==> src/rtl/loader_pkg.sv <==
// Shared types and constants for the RAM loader: FSM state encoding,
// default frame marker and the checksum accumulate helper.
package loader_pkg;

  typedef enum logic [2:0] {
    IDLE,
    ADDR_HI,
    ADDR_LO,
    LEN_HI,
    LEN_LO,
    DATA,
    CSUM,
    REPORT
  } state_t;

  localparam logic [7:0] SYNC_BYTE_DEFAULT = 8'hA5;

  // Modulo-256 running sum of payload bytes.
  function automatic logic [7:0] csum_add(input logic [7:0] acc, input logic [7:0] b);
    return acc + b;
  endfunction

endpackage

==> src/rtl/ram_loader_if.sv <==
// Byte-stream input plus RAM write port and status pins of the loader.
// The master side feeds frame bytes; the slave side is the loader itself.
interface ram_loader_if #(
  parameter int ADDR_WIDTH = 16
);
  logic [7:0]            in_data;
  logic                  in_valid;
  logic                  in_ready;
  logic                  ram_cs;
  logic                  ram_we;
  logic [ADDR_WIDTH-1:0] ram_addr;
  logic [7:0]            ram_data;
  logic                  cpu_hold;
  logic                  load_done;
  logic                  load_err;

  modport master (
    output in_data, in_valid,
    input  in_ready, ram_cs, ram_we, ram_addr, ram_data, cpu_hold, load_done, load_err
  );

  modport slave (
    input  in_data, in_valid,
    output in_ready, ram_cs, ram_we, ram_addr, ram_data, cpu_hold, load_done, load_err
  );
endinterface

==> src/rtl/ram_loader.sv <==
// Parses SYNC/addr/len/payload/csum frames from a byte stream and writes the
// payload into RAM through a registered write port, reporting checksum status.
module ram_loader
  import loader_pkg::*;
#(
  parameter int         ADDR_WIDTH = 16,
  parameter logic [7:0] SYNC_BYTE  = SYNC_BYTE_DEFAULT
) (
  input  logic          clk,
  input  logic          reset_n,
  ram_loader_if.slave   bus
);

  state_t                state_q;
  logic [7:0]            addr_hi_q;
  logic [7:0]            len_hi_q;
  logic [15:0]           len_q;
  logic [ADDR_WIDTH-1:0] wr_addr_q;
  logic [7:0]            sum_q;
  logic                  in_ready_q;
  logic                  ram_cs_q;
  logic                  ram_we_q;
  logic [ADDR_WIDTH-1:0] ram_addr_q;
  logic [7:0]            ram_data_q;
  logic                  cpu_hold_q;
  logic                  load_done_q;
  logic                  load_err_q;

  logic                  accept;
  logic [ADDR_WIDTH-1:0] wr_addr_d;
  logic [7:0]            sum_d;
  logic [15:0]           len_d;

  assign accept    = bus.in_valid && in_ready_q;
  assign wr_addr_d = wr_addr_q + 1'b1;
  assign sum_d     = csum_add(sum_q, bus.in_data);
  assign len_d     = {len_hi_q, bus.in_data};

  always_ff @(posedge clk or negedge reset_n) begin
    if (!reset_n) begin
      state_q     <= IDLE;
      addr_hi_q   <= '0;
      len_hi_q    <= '0;
      len_q       <= '0;
      wr_addr_q   <= '0;
      sum_q       <= '0;
      in_ready_q  <= 1'b0;
      ram_cs_q    <= 1'b0;
      ram_we_q    <= 1'b0;
      ram_addr_q  <= '0;
      ram_data_q  <= '0;
      cpu_hold_q  <= 1'b0;
      load_done_q <= 1'b0;
      load_err_q  <= 1'b0;
    end else begin
      // Strobes and status are single-cycle unless re-armed below.
      in_ready_q  <= 1'b1;
      ram_cs_q    <= 1'b0;
      ram_we_q    <= 1'b0;
      load_done_q <= 1'b0;
      load_err_q  <= 1'b0;
      case (state_q)
        IDLE: if (accept && bus.in_data == SYNC_BYTE) begin
          state_q    <= ADDR_HI;
          cpu_hold_q <= 1'b1;
          sum_q      <= '0;
        end
        ADDR_HI: if (accept) begin
          addr_hi_q <= bus.in_data;
          state_q   <= ADDR_LO;
        end
        ADDR_LO: if (accept) begin
          wr_addr_q <= ADDR_WIDTH'({addr_hi_q, bus.in_data});
          state_q   <= LEN_HI;
        end
        LEN_HI: if (accept) begin
          len_hi_q <= bus.in_data;
          state_q  <= LEN_LO;
        end
        LEN_LO: if (accept) begin
          len_q   <= len_d;
          state_q <= (len_d == 16'd0) ? CSUM : DATA;
        end
        DATA: if (accept) begin
          ram_cs_q   <= 1'b1;
          ram_we_q   <= 1'b1;
          ram_addr_q <= wr_addr_q;
          ram_data_q <= bus.in_data;
          wr_addr_q  <= wr_addr_d;
          sum_q      <= sum_d;
          len_q      <= len_q - 16'd1;
          if (len_q == 16'd1) state_q <= CSUM;
        end
        CSUM: if (accept) begin
          load_done_q <= (bus.in_data == sum_q);
          load_err_q  <= (bus.in_data != sum_q);
          in_ready_q  <= 1'b0;
          state_q     <= REPORT;
        end
        REPORT: begin
          cpu_hold_q <= 1'b0;
          state_q    <= IDLE;
        end
        default: state_q <= IDLE;
      endcase
    end
  end

  assign bus.in_ready  = in_ready_q;
  assign bus.ram_cs    = ram_cs_q;
  assign bus.ram_we    = ram_we_q;
  assign bus.ram_addr  = ram_addr_q;
  assign bus.ram_data  = ram_data_q;
  assign bus.cpu_hold  = cpu_hold_q;
  assign bus.load_done = load_done_q;
  assign bus.load_err  = load_err_q;

endmodule
==> src/flat_wrapper.sv <==
// flat-port wrapper written by rule: the top's interface ports become plain ports
module ram_loader_flat import loader_pkg::*;
#(
  parameter int         ADDR_WIDTH = 16,
  parameter logic [7:0] SYNC_BYTE  = SYNC_BYTE_DEFAULT
)
  (clk, reset_n, bus_in_data, bus_in_valid, bus_in_ready, bus_ram_cs, bus_ram_we, bus_ram_addr, bus_ram_data, bus_cpu_hold, bus_load_done, bus_load_err);
  ram_loader_if #(.ADDR_WIDTH(ADDR_WIDTH)) bus_i ();
  input  logic clk;
  input  logic reset_n;
  input wire logic [$bits(bus_i.in_data)-1:0] bus_in_data;
  input wire logic [$bits(bus_i.in_valid)-1:0] bus_in_valid;
  output wire logic [$bits(bus_i.in_ready)-1:0] bus_in_ready;
  output wire logic [$bits(bus_i.ram_cs)-1:0] bus_ram_cs;
  output wire logic [$bits(bus_i.ram_we)-1:0] bus_ram_we;
  output wire logic [$bits(bus_i.ram_addr)-1:0] bus_ram_addr;
  output wire logic [$bits(bus_i.ram_data)-1:0] bus_ram_data;
  output wire logic [$bits(bus_i.cpu_hold)-1:0] bus_cpu_hold;
  output wire logic [$bits(bus_i.load_done)-1:0] bus_load_done;
  output wire logic [$bits(bus_i.load_err)-1:0] bus_load_err;
  assign bus_i.in_data = bus_in_data;
  assign bus_i.in_valid = bus_in_valid;
  assign bus_in_ready = bus_i.in_ready;
  assign bus_ram_cs = bus_i.ram_cs;
  assign bus_ram_we = bus_i.ram_we;
  assign bus_ram_addr = bus_i.ram_addr;
  assign bus_ram_data = bus_i.ram_data;
  assign bus_cpu_hold = bus_i.cpu_hold;
  assign bus_load_done = bus_i.load_done;
  assign bus_load_err = bus_i.load_err;
  ram_loader #(.ADDR_WIDTH(ADDR_WIDTH), .SYNC_BYTE(SYNC_BYTE)) u_core (.clk(clk), .reset_n(reset_n), .bus(bus_i));
endmodule
==> config.mk <==
export PLATFORM = sky130hd
export DESIGN_NAME = ram_loader_flat
export DESIGN_NICKNAME = d
export VERILOG_FILES = /design/src/rtl/loader_pkg.sv /design/src/rtl/ram_loader_if.sv /design/src/rtl/ram_loader.sv /design/src/flat_wrapper.sv
export SDC_FILE = /design/constraint.sdc
export NUM_CORES = 1
export LEC_CHECK = 0
export ABC_AREA = 1
export CORE_UTILIZATION = 40
export DETAILED_ROUTE_END_ITERATION = 10
export GPL_ROUTABILITY_DRIVEN = 0
export REMOVE_ABC_BUFFERS = 1
export SETUP_SLACK_MARGIN = 0.3
export SYNTH_ARGS = -nofsm -noshare
export SYNTH_HDL_FRONTEND = slang
export SYNTH_SLANG_ARGS = --single-unit
==> constraint.sdc <==
create_clock -name clk -period 2.2 [get_ports clk]
set_input_delay 0.66 -clock clk [delete_from_list [all_inputs] [get_ports clk]]
set_output_delay 0.66 -clock clk [all_outputs]
set_load 0.02 [all_outputs]
==> flow_summary.toml, run 1 <==
[critical_path]
rrSetupSlack_ns = 0.50
critPathLaunchType = "input port"
path_class = "in -> reg"
r2r-start = "u_core.sum_q[0]"
cp_max_fo = 8
r2r_end = "u_core.sum_q[4]"
required_ns = 2.49
cp.arrival_ns = 2.13
reg2regPathDepth = 8
end_kind = "register"
startpoint = "bus_in_data[6]"

[floorplanning]
rows = 40
ioPinCount = 41
initial_core_util_pct = 41.0
die_y_um = 113
design.core.area_sq_um = 12000
die-width_um = 113
dieArea_sq_um = 12700

[yosys]
ys.warnings.count = 0
post_synth.cell_area_avg_sq_um = 7.28
netlist_area_sq_um = 4900
synth_edf_count = 0
ys_ff_latch = 88
synthFlopType = "dfrtp_1"
synth-seq-area-share_pct = 44.9
ys_async_sr_fraction_pct = 100
synth_cells = 674
synth_cell_types = 36

[global_routing]
grt_use_met2_pct = 34.0
grt_overflow = 0
antenna_found_initial = 0
globalRouteTotalUtil_pct = 21.2
grt_max_degree = 49
grt_pass1_wl_um = 21000
grt_pass1_vias = 4315
top_usage_layer = "met2"
met3_usage_pct = 4.23
use_met1_pct = 28.7

[clocking]
cts_buffers = 9
cts_tree = "built"
insertion_delay_ns = 0.35
cts.htree.levels = 3
ctsHoldBuffers = 0
root_buffer = "clkbuf_16"
clock-sinks = 88
cts.path.max_buffers = 2
clk_pin_slew_ns = 0.06

[timing]
finalSetupTns_ns = 0
rsz0062_at_grt = "no"
hold_viol_final = 0
fin_crit_sh_pct = 83.9
setup_viol = 0
worst_slack_ns = 0.354
fin_crit_ns = 1.85
slew_headroom_pct = 74.6
fmax_mhz = 542
slew_violations = 0
holdWs_ns = 0.194
tightest_slew_ns = 0.380
skew_ns = 0.00594

[layout]
final_cell_mix = "208 x nand2_1, 88 x dfrtp_1, 84 x nor2_1"
finalNonFillerCells = 891
multi_input_area_sq_um = 2400
syn2layout_area_growth_pct = 21.8
layout_commonest_cell = "nand2_1"
register_area_sq_um = 2200
final_core_util_pct = 50.0
final_nets = 762
diodes = 0
fillers = 1196
stdcell_area_sq_um = 5980
drive_above_1_share_pct = 11.3

[power]
seq_power_share_pct = 37.6
p_sw_mw = 3.37
clkPwrFrac_pct = 18.0
p_leak_nw = 3.02
power_mw = 7.78
p_comb_share_pct = 44.4
switching_share_pct = 43.4
ir_drop_uv = 565
p_int_mw = 4.40
powerDensity_nw_per_um2 = 1300

[drt]
drt_first_iter_violations = 296
antenna_left = 0
drc = 0
wire_per_inst_um = 14.0
vias_per_cell = 5.14
totalWireLength_um = 12500
firstDrtPassIters = 4
via_count = 4583

[hold_path]
hp-class = "in -> async"

[flow_run]
maxCapViolCount = 0

[placement]
dp_cells = 876
dp_hpwl_um = 9110
placed_area_sq_um = 5650
dpl_worst_slack_ns = -0.336
port_buffers = 40

[run_status]
status = "completed"
-- power groups by stage --
| stage | registers, mW | clock network, mW | logic (mW) |
|---|---|---|---|
| after global placement | 2.90 | 0 | 3.45 |
| after global routing | 3.03 | 1.49 | 3.94 |
| after floorplan | 3.05 | 0 | 2.09 |
| after CTS | 2.90 | 1.42 | 3.41 |
| after detailed placement | 2.92 | 0 | 3.51 |
| final | 2.92 | 1.40 | 3.46 |
-- metal layers --
layer	wire length (um)	vias up
li1	-	2297
met1	5870	2171
met2	5840	98
met3	532	17
met4	229	0
met5	0	-
-- synthesized netlist by cell type, types with 2 or more instances --
master,n,area (sq um)
nand3_1,48,240
nor3_2,2,20.0
xor2_1,2,17.5
clkbuf_1,2,7.51
nand3b_1,2,15.0
buf_4,4,30.0
dfrtp_1,88,2200
a21oi_1,18,90.1
inv_1,66,248
o21ai_0,56,280
o21bai_1,3,22.5
o21ai_1,21,105
a31oi_1,2,12.5
buf_6,3,33.8
nand2_4,2,22.5
inv_2,4,15.0
nor3_1,2,10.0
ha_1,10,125
buf_2,12,60.1
or2_2,2,12.5
nand4_1,12,75.1
nand2_2,3,18.8
nand2_1,210,788
a21o_1,2,15.0
nor2_1,87,327
-- critical path, stage by stage --
cell and delay (ns):
clkdlybuf4s50_1 0.49, buf_4 0.21, nor2_1 0.20, nand4_4 0.23, nand2_2 0.18, nor2_1 0.06, a21oi_2 0.09
-- state kept, by name, indices dropped and copies added, names as in the netlist, 3 cells and up --
register,flops
u_core.sum_q,8
u_core.len_q,16
u_core.bus.ram_data,8
u_core.len_hi_q,8
u_core.wr_addr_q,16
u_core.state_q,3
u_core.bus.ram_addr,16
u_core.addr_hi_q,8
-- logic make-up (layout without fill, tap and decap cells) --
kind of cell               count (synthesis)  count (layout)  share of synthesized area (%)
xor gates and xnor gates                   3               3                          0.536
AOI/OAI and AO/OA                        106             106                           11.4
DFF                                       88              88                           44.9
buffers and inverters                     91             161                           8.04
and+or+nand+nor                          375             375                           32.2
adders and majority gates                 11              11                           2.96
-- cell type report --
type	instances	area share [%]
inverters	70	4.40
repair buffers	76	11.2
well taps	147	3.08
clock inverters	4	0.377
multi-input cells	495	40.2
clock buffers	11	3.89
flip-flops and latches	88	36.9
-- how the worst max path moves through the flow --
| stage | to | slack [ns] | cells after the start |
|---|---|---|---|
| floorplan | u_core.wr_addr_q[5] | -0.20 | 7 |
| global placement | u_core.sum_q[4] | -0.33 | 9 |
| detailed placement | u_core.sum_q[4] | -0.34 | 9 |
| CTS | u_core.sum_q[4] | 0.29 | 7 |
| global route | u_core.sum_q[3] | 0.27 | 7 |
| finish | u_core.sum_q[3] | 0.35 | 7 |
-- what timing repair did --
item                       4_1_cts  5_1_grt
setup buffers                    0        0
setup endpoints to repair       36       25
gates resized for setup         39       17
pin swaps                        4        5
hold endpoints to repair         0        0
Power figures use the tool's default switching activity.
==> run 2: changes to the inputs <==
- clock period: 2.2 -> 1.58 ns (I/O delays scaled with it)
==> flow_summary.toml, run 2 (synthesis gave the netlist of run 1 again) <==
[clocking]
insertion_delay_ns = 0.35
cts_tree = "built"
cts.path.max_buffers = 2
cts_buffers = 9
root_buffer = "clkbuf_16"
clock-sinks = 88
ctsHoldBuffers = 0
cts.htree.levels = 3
clk_pin_slew_ns = 0.07

[timing]
fin_crit_sh_pct = 107
setup_viol = 3
fmax_mhz = 591
fin_crit_ns = 1.69
rsz0062_at_grt = "yes"
hold_viol_final = 0
slew_violations = 0
finalSetupTns_ns = -0.158
tightest_slew_ns = 0.342
skew_ns = 0.00574
slew_headroom_pct = 77.2
worst_slack_ns = -0.112

[power]
p_leak_nw = 3.93
ir_drop_uv = 918
powerDensity_nw_per_um2 = 1850

[drt]
routed.top_layer = "met4"
antenna_left = 0
vias_per_cell = 5.34
drc = 0
firstDrtPassIters = 5
wl_met1_um = 6800
wire_per_inst_um = 17.0
via_count = 5331
totalWireLength_um = 16900
wl_met2_um = 8860
met3_length_um = 817
drt_first_iter_violations = 382

[global_routing]
globalRouteTotalUtil_pct = 25.4
antenna_found_initial = 0
grt_pass1_vias = 4981
grt_max_degree = 41
grt_pass1_wl_um = 25100
grt_overflow = 0

[critical_path]
critPathBufInv = 0
end_kind = "register"
critPathLaunchType = "register"
cpLargestDelayFamily = "adder cells"
startpoint = "u_core.sum_q[0]"
crit_slowest_cell = "dfrtp_1"
crit_top_cell = "nand2_1"
path_cells = "ha_2 > fa_2 > nand2_2 > nand2_1 > a21o_1 > or2_4 > nand3_2 > nand2_1"
worst_path_largest_cell_delay_ns = 0.40
path_class = "reg -> reg"
cp_max_fo = 2
r2r-start = "u_core.sum_q[0]"
required_ns = 1.83
cp.arrival_ns = 1.94

[placement]
dp_hpwl_um = 9440
port_buffers = 40
dpl_worst_slack_ns = -0.793

[layout]
fillers = 848
layout_commonest_cell = "nand2_1"
final_cell_mix = "126 x nand2_1, 85 x dfrtp_1, 72 x buf_4"
final_core_util_pct = 70.5
drive_above_1_share_pct = 48.6
final_nets = 868
syn2layout_area_growth_pct = 72.0
diodes = 0

[floorplanning]
die_y_um = 113
design.core.area_sq_um = 12000
ioPinCount = 41
die-width_um = 113
dieArea_sq_um = 12700
initial_core_util_pct = 41.0
rows = 40

[flow_run]
maxCapViolCount = 0

[run_status]
status = "finished with violations"
violations = "setup timing"

[hold_path]
hp-class = "in -> async"
-- run 2: changes by cell type in the layout (fill, tap and decap cells not counted), moves of 11 or more --
cell | before | now
dlygate4sd2_1 | 31 | 6
nand2_1 | 208 | 126
inv_1 | 65 | 54
nand2_4 | 2 | 30
nor2_4 | 1 | 25
buf_6 | 0 | 66
nand2_2 | 5 | 55
o21ai_1 | 21 | 33
buf_4 | 34 | 72
o21ai_2 | 1 | 34
o21ai_0 | 56 | 7
nor2_1 | 84 | 52
-- run 2: through the flow --
step	cells	area [sq um]	hold slack, ns	total power [mW]
6_report	998	8440	0.0226	15.6
5_1_grt	998	8440	0.0477	16.5
4_1_cts	974	7540	0.0264	13.7
3_5_place_dp	898	5850	0.401	9.29
3_3_place_gp	898	5850	0.405	9.15
2_1_floorplan	653	4770	0.178	7.15
-- run 2: cell type report --
type | count | area, sq um | area share [%]
multi-input combinational | 496 | 3400 | 40.3
sequential | 88 | 2210 | 26.1
timing repair buffer | 179 | 2030 | 24.1
inverter | 70 | 307 | 3.63
clock buffer | 10 | 229 | 2.71
tap | 147 | 184 | 2.18
clock inverter | 6 | 67.6 | 0.801
timing repair inverter | 2 | 13.8 | 0.163
-- run 2: path summary, 6_finish.rpt --
check,endpoint,slack (ns),cells past startpoint
setup / recovery,u_core.sum_q[4],-0.11,8
hold / removal,u_core.len_q[5],0.02,1
setup reg to reg,u_core.sum_q[4],-0.11,8
hold reg to reg,u_core.len_q[14],0.51,2
max in group asynchronous,u_core.wr_addr_q[6],1.01,2
min in group clk,u_core.len_q[14],0.51,2
-- run 2: worst reg2reg max path, delay by kind of cell (launching register included) --
kind	cells	cell delay, ns
simple gates	5	0.47
flops	1	0.40
compound gates	1	0.17
fa+ha+maj	2	0.56
-- run 2: report_power, final --
part / leakage, nW / internal [mW] / switching (mW) / total, mW
clock: 0.139 / 1.24 / 0.961 / 2.20
sequential: 1.10 / 3.25 / 1.12 / 4.36
combinational: 2.69 / 4.36 / 4.70 / 9.06
-- run 2: repair_timing --
item	in CTS	in global routing
setup endpoints to repair	118	117
pin swaps	68	83
gates resized for setup	444	179
setup buffers	48	19
gates cloned	12	5
-- run 2: routing by layer --
metal | up-vias | track usage [%]
met3 | 39 | 3.32
met5 | - | 0
li1 | 2528 | -
met4 | 0 | 10.6
met2 | 180 | 43.9
met1 | 2584 | 32.2
==> run 3: changes to the inputs <==
- CELL_PAD_IN_SITES_DETAIL_PLACEMENT: default -> 1
- CELL_PAD_IN_SITES_GLOBAL_PLACEMENT: default -> 1
- CORE_UTILIZATION: 40 -> 38
- PLACE_DENSITY_LB_ADDON: default -> 0.1
==> flow_summary.toml, run 3 (synthesis gave the netlist of run 1 again) <==
[clocking]
cts.path.max_buffers = 2
clock-sinks = 88
cts_tree = "built"
cts_buffers = 9
clk_pin_slew_ns = 0.08
cts.htree.levels = 3
root_buffer = "clkbuf_16"
insertion_delay_ns = 0.37

[timing]
fin_crit_ns = 1.88
slew_headroom_pct = 67.6
setup_viol = 26
fin_crit_sh_pct = 119
fmax_mhz = 531
hold_viol_final = 0
worst_slack_ns = -0.303
slew_violations = 0
skew_ns = 0.0146
rsz0062_at_grt = "yes"
holdWs_ns = 0.531
tightest_slew_ns = 0.484

[power]
switching_share_pct = 47.6
seq_power_share_pct = 26.2
p_comb_share_pct = 61.0
p_int_mw = 9.23
clkPwrFrac_pct = 12.8
p_leak_nw = 3.99
p_sw_mw = 8.37
ir_drop_uv = 1210
powerDensity_nw_per_um2 = 2010
power_mw = 17.6

[critical_path]
critPathLaunchType = "register"
required_ns = 1.84
end_kind = "register"
path_class = "reg -> reg"
cp.arrival_ns = 2.14
cp_max_fo = 2
rrSetupSlack_ns = -0.30

[placement]
port_buffers = 40
dp_hpwl_um = 11500
dp_cells = 934

[floorplanning]
die_y_um = 116
ioPinCount = 41
design.core.area_sq_um = 12600
dieArea_sq_um = 13400
rows = 41
initial_core_util_pct = 38.9
die-width_um = 116

[global_routing]
grt_pass1_wl_um = 32200
grt_max_degree = 49
antenna_found_initial = 0
grt_overflow = 0
globalRouteTotalUtil_pct = 32.5
grt_pass1_vias = 6023

[layout]
syn2layout_area_growth_pct = 78.8
drive_above_1_share_pct = 53.2
final_core_util_pct = 69.5
fillers = 1373
layout_commonest_cell = "nand2_1"
final_cell_mix = "129 x nand2_1, 79 x buf_4, 79 x dfrtp_1"
diodes = 0
register_area_sq_um = 2210
multi_input_area_sq_um = 3580
finalNonFillerCells = 1036
final_nets = 882

[flow_run]
maxCapViolCount = 0

[drt]
drc = 0
firstDrtPassIters = 5
totalWireLength_um = 27600
via_count = 6158
antenna_left = 0
drt_first_iter_violations = 522
vias_per_cell = 5.94
wire_per_inst_um = 26.7

[run_status]
status = "finished with violations"
violations = "setup timing"

[hold_path]
hp-class = "in -> async"
run 3: path summary, 6_finish.rpt:
kind	from	to	cells after the start
max	u_core.sum_q[0]	u_core.sum_q[4]	8
min	reset_n	u_core.len_q[7]	2
max reg2reg	u_core.sum_q[0]	u_core.sum_q[4]	8
min reg2reg	u_core.bus.ram_data[3]	u_core.bus.ram_data[3]	2
max in group asynchronous	reset_n	u_core.wr_addr_q[6]	3
min in group clk	u_core.bus.ram_data[3]	u_core.bus.ram_data[3]	2
run 3: layout make-up:
| type | instances | share of cell area, % |
|---|---|---|
| flip-flops and latches | 88 | 25.2 |
| well taps | 172 | 2.45 |
| repair buffers | 193 | 24.5 |
| clock inverters | 3 | 0.485 |
| repair inverters | 1 | 0.128 |
| multi-input cells | 497 | 40.8 |
| clock buffers | 12 | 2.81 |
| inverters | 70 | 3.57 |
run 3: critical path: stages, from the launching register on:
cell     delay (ns)
dfrtp_1        0.44
ha_4           0.20
fa_2           0.38
nand2_2        0.10
nand2_1        0.07
a21o_1         0.20
or2_4          0.24
nand3_2        0.08
nand2_1        0.05
run 3: power by group through the flow:
stage	registers, mW	clock network (mW)	logic, mW
final	4.62	2.24	10.7
after detailed placement	4.07	0	5.54
after floorplan	4.25	0	2.91
after global placement	4.03	0	5.32
after global routing	4.68	2.31	11.2
after CTS	4.23	2.20	8.00
run 3: metal layers:
| metal | part of all wire, % | global-route usage [%] | routed length [um] |
|---|---|---|---|
| met3 | 6.1 | 4.29 | 1700 |
| met2 | 51 | 57.5 | 14200 |
| met5 | 0 | 0 | 0 |
| met4 | 5.7 | 17.5 | 1580 |
| met1 | 37 | 38.4 | 10200 |
run 3: through the flow:
step | instance area, sq um | setup WS [ns] | TNS [ns]
5_1_grt | 8770 | -0.346 | -2.77
3_3_place_gp | 5940 | -0.800 | -29.09
6_report | 8770 | -0.303 | -2.16
2_1_floorplan | 4770 | -0.821 | -27.30
4_1_cts | 7720 | -0.171 | -0.305
3_5_place_dp | 5940 | -0.869 | -31.42
run 3: timing repair:
item	CTS	global route
gates resized for setup	473	212
buffers inserted	43	27
hold endpoints to repair	13	0
hold buffers	1	0
setup endpoints to repair	118	117
cloned	13	3
pin swaps	78	71
